**config.mk**
```make
export PLATFORM = sky130hd
export DESIGN_NAME = synapse_integrator_flat
export DESIGN_NICKNAME = d
export VERILOG_FILES = /design/src/rtl/synapse_integrator_if.sv /design/src/rtl/synapse_integrator.sv /design/src/flat_wrapper.sv
export SDC_FILE = /design/constraint.sdc
export NUM_CORES = 1
export LEC_CHECK = 0
export BUFFER_PORTS_ARGS = -buffer_cell sky130_fd_sc_hd__buf_2
export CORE_ASPECT_RATIO = 0.9
export CORE_UTILIZATION = 30
export CTS_BUF_LIST = sky130_fd_sc_hd__clkbuf_8
export CTS_CLUSTER_DIAMETER = 150
export DETAILED_ROUTE_END_ITERATION = 8
export SETUP_SLACK_MARGIN = 0.5
export SLEW_MARGIN = 20
export SYNTH_ARGS = -nofsm -noshare
export SYNTH_HDL_FRONTEND = slang
export SYNTH_SLANG_ARGS = --single-unit
```
**constraint.sdc**
```tcl
create_clock -name clk -period 3 [get_ports clk]
set_input_delay 0.45 -clock clk [delete_from_list [all_inputs] [get_ports clk]]
set_output_delay 0.45 -clock clk [all_outputs]
set_load 0.05 [all_outputs]
```
**src/rtl/synapse_integrator_if.sv**
```systemverilog
// Handshake and data bundle between a step controller / weight loader and
// the synaptic integrator that feeds the LIF neuron.
interface synapse_integrator_if #(
  parameter int N_INPUTS = 4,
  parameter int AW       = $clog2(N_INPUTS)
) ();
  logic                step;
  logic [N_INPUTS-1:0] spikes_in;
  logic                wr_en;
  logic [AW-1:0]       wr_addr;
  logic [7:0]          wr_data;
  logic [11:0]         current;
  logic                busy;
  logic                done;
  logic                sat;

  modport master (
    output step, spikes_in, wr_en, wr_addr, wr_data,
    input  current, busy, done, sat
  );

  modport slave (
    input  step, spikes_in, wr_en, wr_addr, wr_data,
    output current, busy, done, sat
  );
endinterface

```
**src/rtl/synapse_integrator.sv**
```systemverilog
// Time-multiplexed synaptic integrator: per step, decays the held current and
// adds the weight of each spiking input, one input per cycle, saturating at 4095.
module synapse_integrator #(
  parameter int N_INPUTS    = 4,
  parameter int DECAY_SHIFT = 3,
  parameter int AW          = $clog2(N_INPUTS)
) (
  input  logic                 clk,
  input  logic                 reset_n,
  synapse_integrator_if.slave  bus
);
  localparam int CUR_W = 12;
  localparam int WGT_W = 8;
  localparam int IW    = $clog2(N_INPUTS);
  localparam logic [CUR_W-1:0] CUR_MAX = '1;

  typedef enum logic [1:0] {IDLE, ACCUM, UPDATE} state_t;

  state_t              state, state_nxt;
  logic [WGT_W-1:0]    weight [N_INPUTS];
  logic [N_INPUTS-1:0] spk_lat;
  logic [CUR_W-1:0]    acc;
  logic [CUR_W-1:0]    current_r;
  logic [IW-1:0]       idx;
  logic                sat_lat, sat_r, busy_r, done_r;
  logic                accept, last;
  logic [CUR_W:0]      add_res;

  // Returns {clipped, result}; the 13-bit sum can only overflow into bit 12.
  function automatic logic [CUR_W:0] sat_add(input logic [CUR_W-1:0] a,
                                             input logic [WGT_W-1:0] w);
    logic [CUR_W:0] s;
    s = {1'b0, a} + {{(CUR_W-WGT_W+1){1'b0}}, w};
    if (s[CUR_W]) return {1'b1, CUR_MAX};
    return {1'b0, s[CUR_W-1:0]};
  endfunction

  function automatic logic [CUR_W-1:0] decay(input logic [CUR_W-1:0] c);
    return c - (c >> DECAY_SHIFT);
  endfunction

  always_comb begin
    state_nxt = state;
    accept    = 1'b0;
    last      = (idx == IW'(N_INPUTS-1));
    case (state)
      IDLE: begin
        if (bus.step) begin
          accept    = 1'b1;
          state_nxt = ACCUM;
        end
      end
      ACCUM:   if (last) state_nxt = UPDATE;
      UPDATE:  state_nxt = IDLE;
      default: state_nxt = IDLE;
    endcase
  end

  assign add_res = sat_add(acc, weight[idx]);

  always_ff @(posedge clk or negedge reset_n) begin
    if (!reset_n) state <= IDLE;
    else          state <= state_nxt;
  end

  always_ff @(posedge clk or negedge reset_n) begin
    if (!reset_n) begin
      spk_lat   <= '0;
      acc       <= '0;
      idx       <= '0;
      sat_lat   <= 1'b0;
      current_r <= '0;
      sat_r     <= 1'b0;
      busy_r    <= 1'b0;
      done_r    <= 1'b0;
    end else begin
      done_r <= 1'b0;
      case (state)
        IDLE: begin
          if (accept) begin
            spk_lat <= bus.spikes_in;
            acc     <= decay(current_r);
            idx     <= '0;
            sat_lat <= 1'b0;
            busy_r  <= 1'b1;
          end
        end
        ACCUM: begin
          if (spk_lat[idx]) begin
            acc <= add_res[CUR_W-1:0];
            if (add_res[CUR_W]) sat_lat <= 1'b1;
          end
          if (!last) idx <= idx + 1'b1;
        end
        UPDATE: begin
          current_r <= acc;
          sat_r     <= sat_lat;
          done_r    <= 1'b1;
          busy_r    <= 1'b0;
        end
        default: ;
      endcase
    end
  end

  // Out-of-range addresses match no entry and are dropped.
  always_ff @(posedge clk or negedge reset_n) begin
    if (!reset_n) begin
      for (int k = 0; k < N_INPUTS; k++) weight[k] <= '0;
    end else begin
      for (int k = 0; k < N_INPUTS; k++)
        if (bus.wr_en && bus.wr_addr == AW'(k)) weight[k] <= bus.wr_data;
    end
  end

  assign bus.current = current_r;
  assign bus.sat     = sat_r;
  assign bus.busy    = busy_r;
  assign bus.done    = done_r;
endmodule

```
**src/flat_wrapper.sv**
```systemverilog
// flat-port wrapper written by rule: the top's interface ports become plain ports
module synapse_integrator_flat 
#(
  parameter int N_INPUTS    = 4,
  parameter int DECAY_SHIFT = 3,
  parameter int AW          = $clog2(N_INPUTS)
)
  (clk, reset_n, bus_step, bus_spikes_in, bus_wr_en, bus_wr_addr, bus_wr_data, bus_current, bus_busy, bus_done, bus_sat);
  synapse_integrator_if #(.N_INPUTS(N_INPUTS), .AW(AW)) bus_i ();
  input  logic clk;
  input  logic reset_n;
  input wire logic [$bits(bus_i.step)-1:0] bus_step;
  input wire logic [$bits(bus_i.spikes_in)-1:0] bus_spikes_in;
  input wire logic [$bits(bus_i.wr_en)-1:0] bus_wr_en;
  input wire logic [$bits(bus_i.wr_addr)-1:0] bus_wr_addr;
  input wire logic [$bits(bus_i.wr_data)-1:0] bus_wr_data;
  output wire logic [$bits(bus_i.current)-1:0] bus_current;
  output wire logic [$bits(bus_i.busy)-1:0] bus_busy;
  output wire logic [$bits(bus_i.done)-1:0] bus_done;
  output wire logic [$bits(bus_i.sat)-1:0] bus_sat;
  assign bus_i.step = bus_step;
  assign bus_i.spikes_in = bus_spikes_in;
  assign bus_i.wr_en = bus_wr_en;
  assign bus_i.wr_addr = bus_wr_addr;
  assign bus_i.wr_data = bus_wr_data;
  assign bus_current = bus_i.current;
  assign bus_busy = bus_i.busy;
  assign bus_done = bus_i.done;
  assign bus_sat = bus_i.sat;
  synapse_integrator #(.N_INPUTS(N_INPUTS), .DECAY_SHIFT(DECAY_SHIFT), .AW(AW)) u_core (.clk(clk), .reset_n(reset_n), .bus(bus_i));
endmodule
```
# Word-level counts from Yosys, hierarchy flattened
# Cells that the tools add are included.
totals:
  ff_bits: 68
  input_bits: 18
  out_inout_bits: 15
  word_cells: 71
op_classes:
  add_sub_neg: 3
  n_lt_le_gt_ge: 2
  n_eq_ne: 12
  muxes: 26
  bitwise: 1
  n_reduce_logical: 14
op_table:
  columns: ["cell", "count"]
  rows:
  - ["13-bit 2-to-1 mux", 2]
  - ["12-bit 2-to-1 mux", 2]
  - ["12-bit case mux with 2 select lines", 1]
  - ["8-bit binary-select mux with 2-bit select", 1]
  - ["8-bit 2-to-1 mux", 2]
  - ["12-bit by 8-bit adder with 13-bit output", 1]
  - ["12-bit by 9-bit subtractor with 12-bit output", 1]
  - ["1-bit 2-to-1 mux", 9]
  - ["2-bit equality test, second input constant", 4]
  - ["2-bit 2-to-1 mux", 4]
  - ["2-bit by 1-bit inequality test with 1-bit output, second input constant", 4]
  - ["2-bit case mux with 2 select lines", 2]
  - ["2-bit AND reduction", 3]
  - ["3-bit AND reduction", 2]
  - ["2-bit by 1-bit equality test with 1-bit output, second input constant", 2]
  - ["1-bit logical AND", 4]
  - ["2-bit zero test", 2]
  - ["2-bit inequality test, second input constant", 2]
  - ["1-bit case mux with 2 select lines", 2]
  - ["4-bit AND reduction", 1]
  - ["2-bit nonzero test", 2]
  - ["3-bit greater-or-equal comparator, second input constant", 1]
  - ["2-bit by 3-bit less-than comparator with 1-bit output, second input constant", 1]
  - ["2-bit NOT with 3-bit output", 1]
  - ["2 further kinds", 2]

# Depth between registers and ports, before layout
depth:
  ltp_word: 10
  ltp_mapped: 10
  ltp_nobuf: 9

# Worst setup path after synthesis
# No wires, ideal clock.
synth_path:
  path_type: "flip-flop to flip-flop"
  from: "register u_core.idx[0]"
  to: "register u_core.acc[11]"
  t_arrival_ns: 2.975
  required_time_ns: 2.880
  path_slack_ns: -0.095
  stages_incl_launch_ff: 11
  path_buffers: 1
  synth_period_minus_slack_ns: 3.095
  cell_sequence: "dfrtp_1 > buf_2 > mux4_2 > ha_1 > fa_1 > a211oi_2 > o21bai_1 > a31o_4 > nand2b_4 > or3_1 > o211a_1"
synth_via:
  elab_chain_len: 9
  word_cells_on_any_way: 13
  cone_classes: "1 x add/sub; 1 x eq/ne; 9 x mux; 1 x bitwise; 1 x reduce/logical"
synth_rtl:
  columns: ["element", "line", "source"]
  rows:
  - ["from (decl)", "synapse_integrator.sv:24", "logic [IW-1:0] idx;"]
  - ["from (signal assigned)", "synapse_integrator.sv:93", "if (!last) idx <= idx + 1'b1;"]
  - ["2-bit NOT with 3-bit output (implied by the code)", "synapse_integrator.sv:59", "assign add_res = sat_add(acc, weight[idx]);"]
  - ["8-bit binary-select mux with 2-bit select", "synapse_integrator.sv:59", null]
  - ["8-bit 2-to-1 mux (implied by the code) (2 in a row)", "synapse_integrator.sv:59", null]
  - ["12-bit by 8-bit adder with 13-bit output", "synapse_integrator.sv:33", "s = {1'b0, a} + {{(CUR_W-WGT_W+1){1'b0}}, w};"]
  - ["1-bit 2-to-1 mux", "synapse_integrator.sv:34", "if (s[CUR_W]) return {1'b1, CUR_MAX};"]
  - ["13-bit 2-to-1 mux", "synapse_integrator.sv:35", "return {1'b0, s[CUR_W-1:0]};"]
  - ["12-bit 2-to-1 mux", "synapse_integrator.sv:89", "if (spk_lat[idx]) begin"]
  - ["12-bit case mux with 2 select lines", "synapse_integrator.sv:78", "case (state)"]
  - ["to (signal assigned)", "synapse_integrator.sv:82", "acc <= decay(current_r);"]
  - ["to (signal assigned)", "synapse_integrator.sv:90", "acc <= add_res[CUR_W-1:0];"]
  - ["to (decl)", "synapse_integrator.sv:22", "logic [CUR_W-1:0] acc;"]
# Parallel ways exist; a longest one is shown, timed or not. The select of a mux whose other input is x is not followed.
# A chain may end at the register's enable or synchronous reset.

# Final worst setup path
# Ends and elaborated chain as after synthesis.

==> metrics.cfg <==
[outcome]
outcome=finished clean

[place]
portBuffers=32
gp_congestion=0.833
dpl.hpwl_mm=6.03
postPlaceCellArea_um2=4100

[yosys]
netlist_area_um2=3730
synth_edf_count=0
ys_seq_elements=68
yosysMostFrequentCell=dfrtp_1
synth_top_area_share_pct=45.6
synth_top_cell_by_area=dfrtp_1
syn_avg_cell_area_um2=11.1
mappedNetlistNets=373
async_flop_share_pct=100
synth_common_cells=dfrtp_1, nand2_1, mux2_2
yosys_warnings=0
synth-main-ff-cell=dfrtp_1
synth_seq_area_share_pct=45.6
synth_cell_types=52
synth_area_leaders=dfrtp_1, mux2_2, ha_1
syn_inst=335

[critical_path]
crit_required_ns=3.25
endpoint_kind=flop
start_kind=flop
critPathBufInv=0
critPathMaxFanout=3
cp.arrival_ns=2.98
cp_cell_sequence=mux4_2 -> ha_4 -> fa_2 -> a211oi_2 -> o21bai_2 -> a31o_4 -> nand2b_4 -> or3_4 -> o211a_1
critPathSlowestCell=mux4_2
worstSetupPathType=reg -> reg
crit_family=compound AO/OA/AOI/OAI gates
max_stage_delay_ns=0.56

[grt]
grt_max_degree=69
grt_pass1_wl_mm=14.5
grt_antenna_before_repair=0
grt_util_all_layers_pct=14.5
grt_pass1_vias=2820
grt_overflow=0

[cts]
cts.sinks=68
cts_tree=built
clk_latency_ns=0.36
htreeDepth=3
cts_hold_buf=0
path_clk_slew_ns=0.08
cts_max_path_buffers=2
cts_buffers=9
cts-root-buf=clkbuf_8

[routing]
vias=2756
firstDrtPassIters=4
drt_iter0_markers=171
route.met3.wl_um=343
drc=0
postRouteAntennaNets=0
routed.top_layer=met4
wire_per_inst_um=15.2
routed_wl_mm=8.34
met2_length_mm=3.72
wl_met1_mm=4.17
viasPerCell=5.03

[die]
die_x_um=120
rows=38
die_h_um=108
die_area_um2=12900
initial_core_util_pct=30.9
io_pins=33
core_area_um2=12100

[run]
max_cap_violations=0

[timing]
timing.slew.headroom_pct=48.0
worst_pin_slew_ns=0.776
skew_ns=0.00881
rsz0062_at_grt=true
setup_violations=0
fmax_mhz=365
fin_setup_tns_ns=0
fin_crit_sh_pct=91.2
hold_viol_final=0
drv_slew=0
layout_min_cycle_time_ns=2.74

[final_layout]
antennaDiodeCount=0
drive_gt1_share_pct=33.0
nets=421
area_growth_pct=18.8
stdcell_area_um2=4430

[min_path]
worstHoldPathType=in -> async

layout make-up:
class / instances / area, um2
Tap cell: 160 / 200
Multi-Input combinational cell: 243 / 2000
Clock inverter: 6 / 47.5
Timing Repair Buffer: 45 / 287
Clock buffer: 10 / 138
Sequential cell: 68 / 1700
Inverter: 16 / 60.1
Fill cell: 1232 / 7650
cells in the final DEF (no fill, tap or decap), types with 3 or more instances in the layout:
cell type / count
dfrtp_1: 67
nand2_1: 36
mux2_2: 35
buf_2: 32
o21ai_0: 22
a21oi_1: 17
inv_1: 16
ha_1: 16
nor2_1: 14
xnor2_1: 11
clkbuf_8: 10
buf_4: 10
mux4_2: 9
nand3_1: 6
o22ai_1: 6
clkinvlp_4: 4
o21a_1: 3
o21ai_1: 3
o21ai_2: 3
nand2b_1: 3
a21o_1: 3
a211oi_1: 3
xor2_1: 3
stage by stage:
| step | worst slack, ns | hold slack (ns) | util [%] | cells |
|---|---|---|---|---|
| 2_1_floorplan | 0.120 | 0.154 | - | 335 |
| 3_3_place_gp | 0.132 | 0.467 | 33.9 | 524 |
| 3_5_place_dp | 0.0758 | 0.476 | 33.9 | 524 |
| 4_1_cts | 0.208 | 0.103 | 36.4 | 546 |
| 5_1_grt | 0.169 | 0.133 | 36.7 | 548 |
| 6_report | 0.263 | 0.101 | 36.7 | 548 |
flip-flops by register name (all words and copies together) (netlist names):
| signal | cells |
|---|---|
| u_core.bus.busy | 1 |
| u_core.sat_lat | 1 |
| u_core.acc | 12 |
| u_core.spk_lat | 4 |
| u_core.bus.done | 1 |
| u_core.bus.sat | 1 |
| u_core.state | 2 |
| u_core.bus.current | 12 |
| u_core.weight | 32 |
| u_core.idx | 2 |
routing by layer:
layer | vias up | global-route usage [%]
li1 | 1328 | -
met1 | 1358 | 19.8
met2 | 59 | 22.1
met3 | 11 | 3.65
met4 | 0 | 5.00
met5 | - | 0
logic make-up after synthesis:
family | after synthesis | share of synthesized area [%]
buf+inv | 24 | 2.82
flops | 68 | 45.6
xor+xnor | 14 | 3.29
simple gates | 80 | 10.4
compound gates | 85 | 14.7
mux | 44 | 16.0
fa+ha+maj | 20 | 7.11
path summary, 6_finish.rpt:
path                       depth (start not counted)                 to              start  slack [ns]
min in group clk                                   3  u_core.spk_lat[1]   bus_spikes_in[1]        0.28
min                                                2  u_core.weight[23]            reset_n        0.10
min reg2reg                                        2  u_core.spk_lat[0]  u_core.spk_lat[0]        0.49
max                                                9     u_core.acc[11]      u_core.idx[0]        0.26
max reg2reg                                        9     u_core.acc[11]      u_core.idx[0]        0.26
max in group asynchronous                          2      u_core.idx[0]            reset_n        2.61
worst reg2reg max path: stages (launching register included):
cell and delay (ns):
dfrtp_2 0.42, mux4_2 0.56, ha_4 0.19, fa_2 0.34, a211oi_2 0.21, o21bai_2 0.10, a31o_4 0.23, nand2b_4 0.14
or3_4 0.32, o211a_1 0.12
what timing repair did:
| action | 4_1_cts | 5_1_grt |
|---|---|---|
| gates resized for setup | 15 | 7 |
| setup buffers | 6 | 2 |
| endpoints found under the setup margin | 13 | 13 |
| gates cloned | 0 | 0 |
| pin swaps | 7 | 5 |
Power is left out: the tool's default activity adds up to more than one toggle a clock period on the data nets, which glitch-free logic cannot reach.
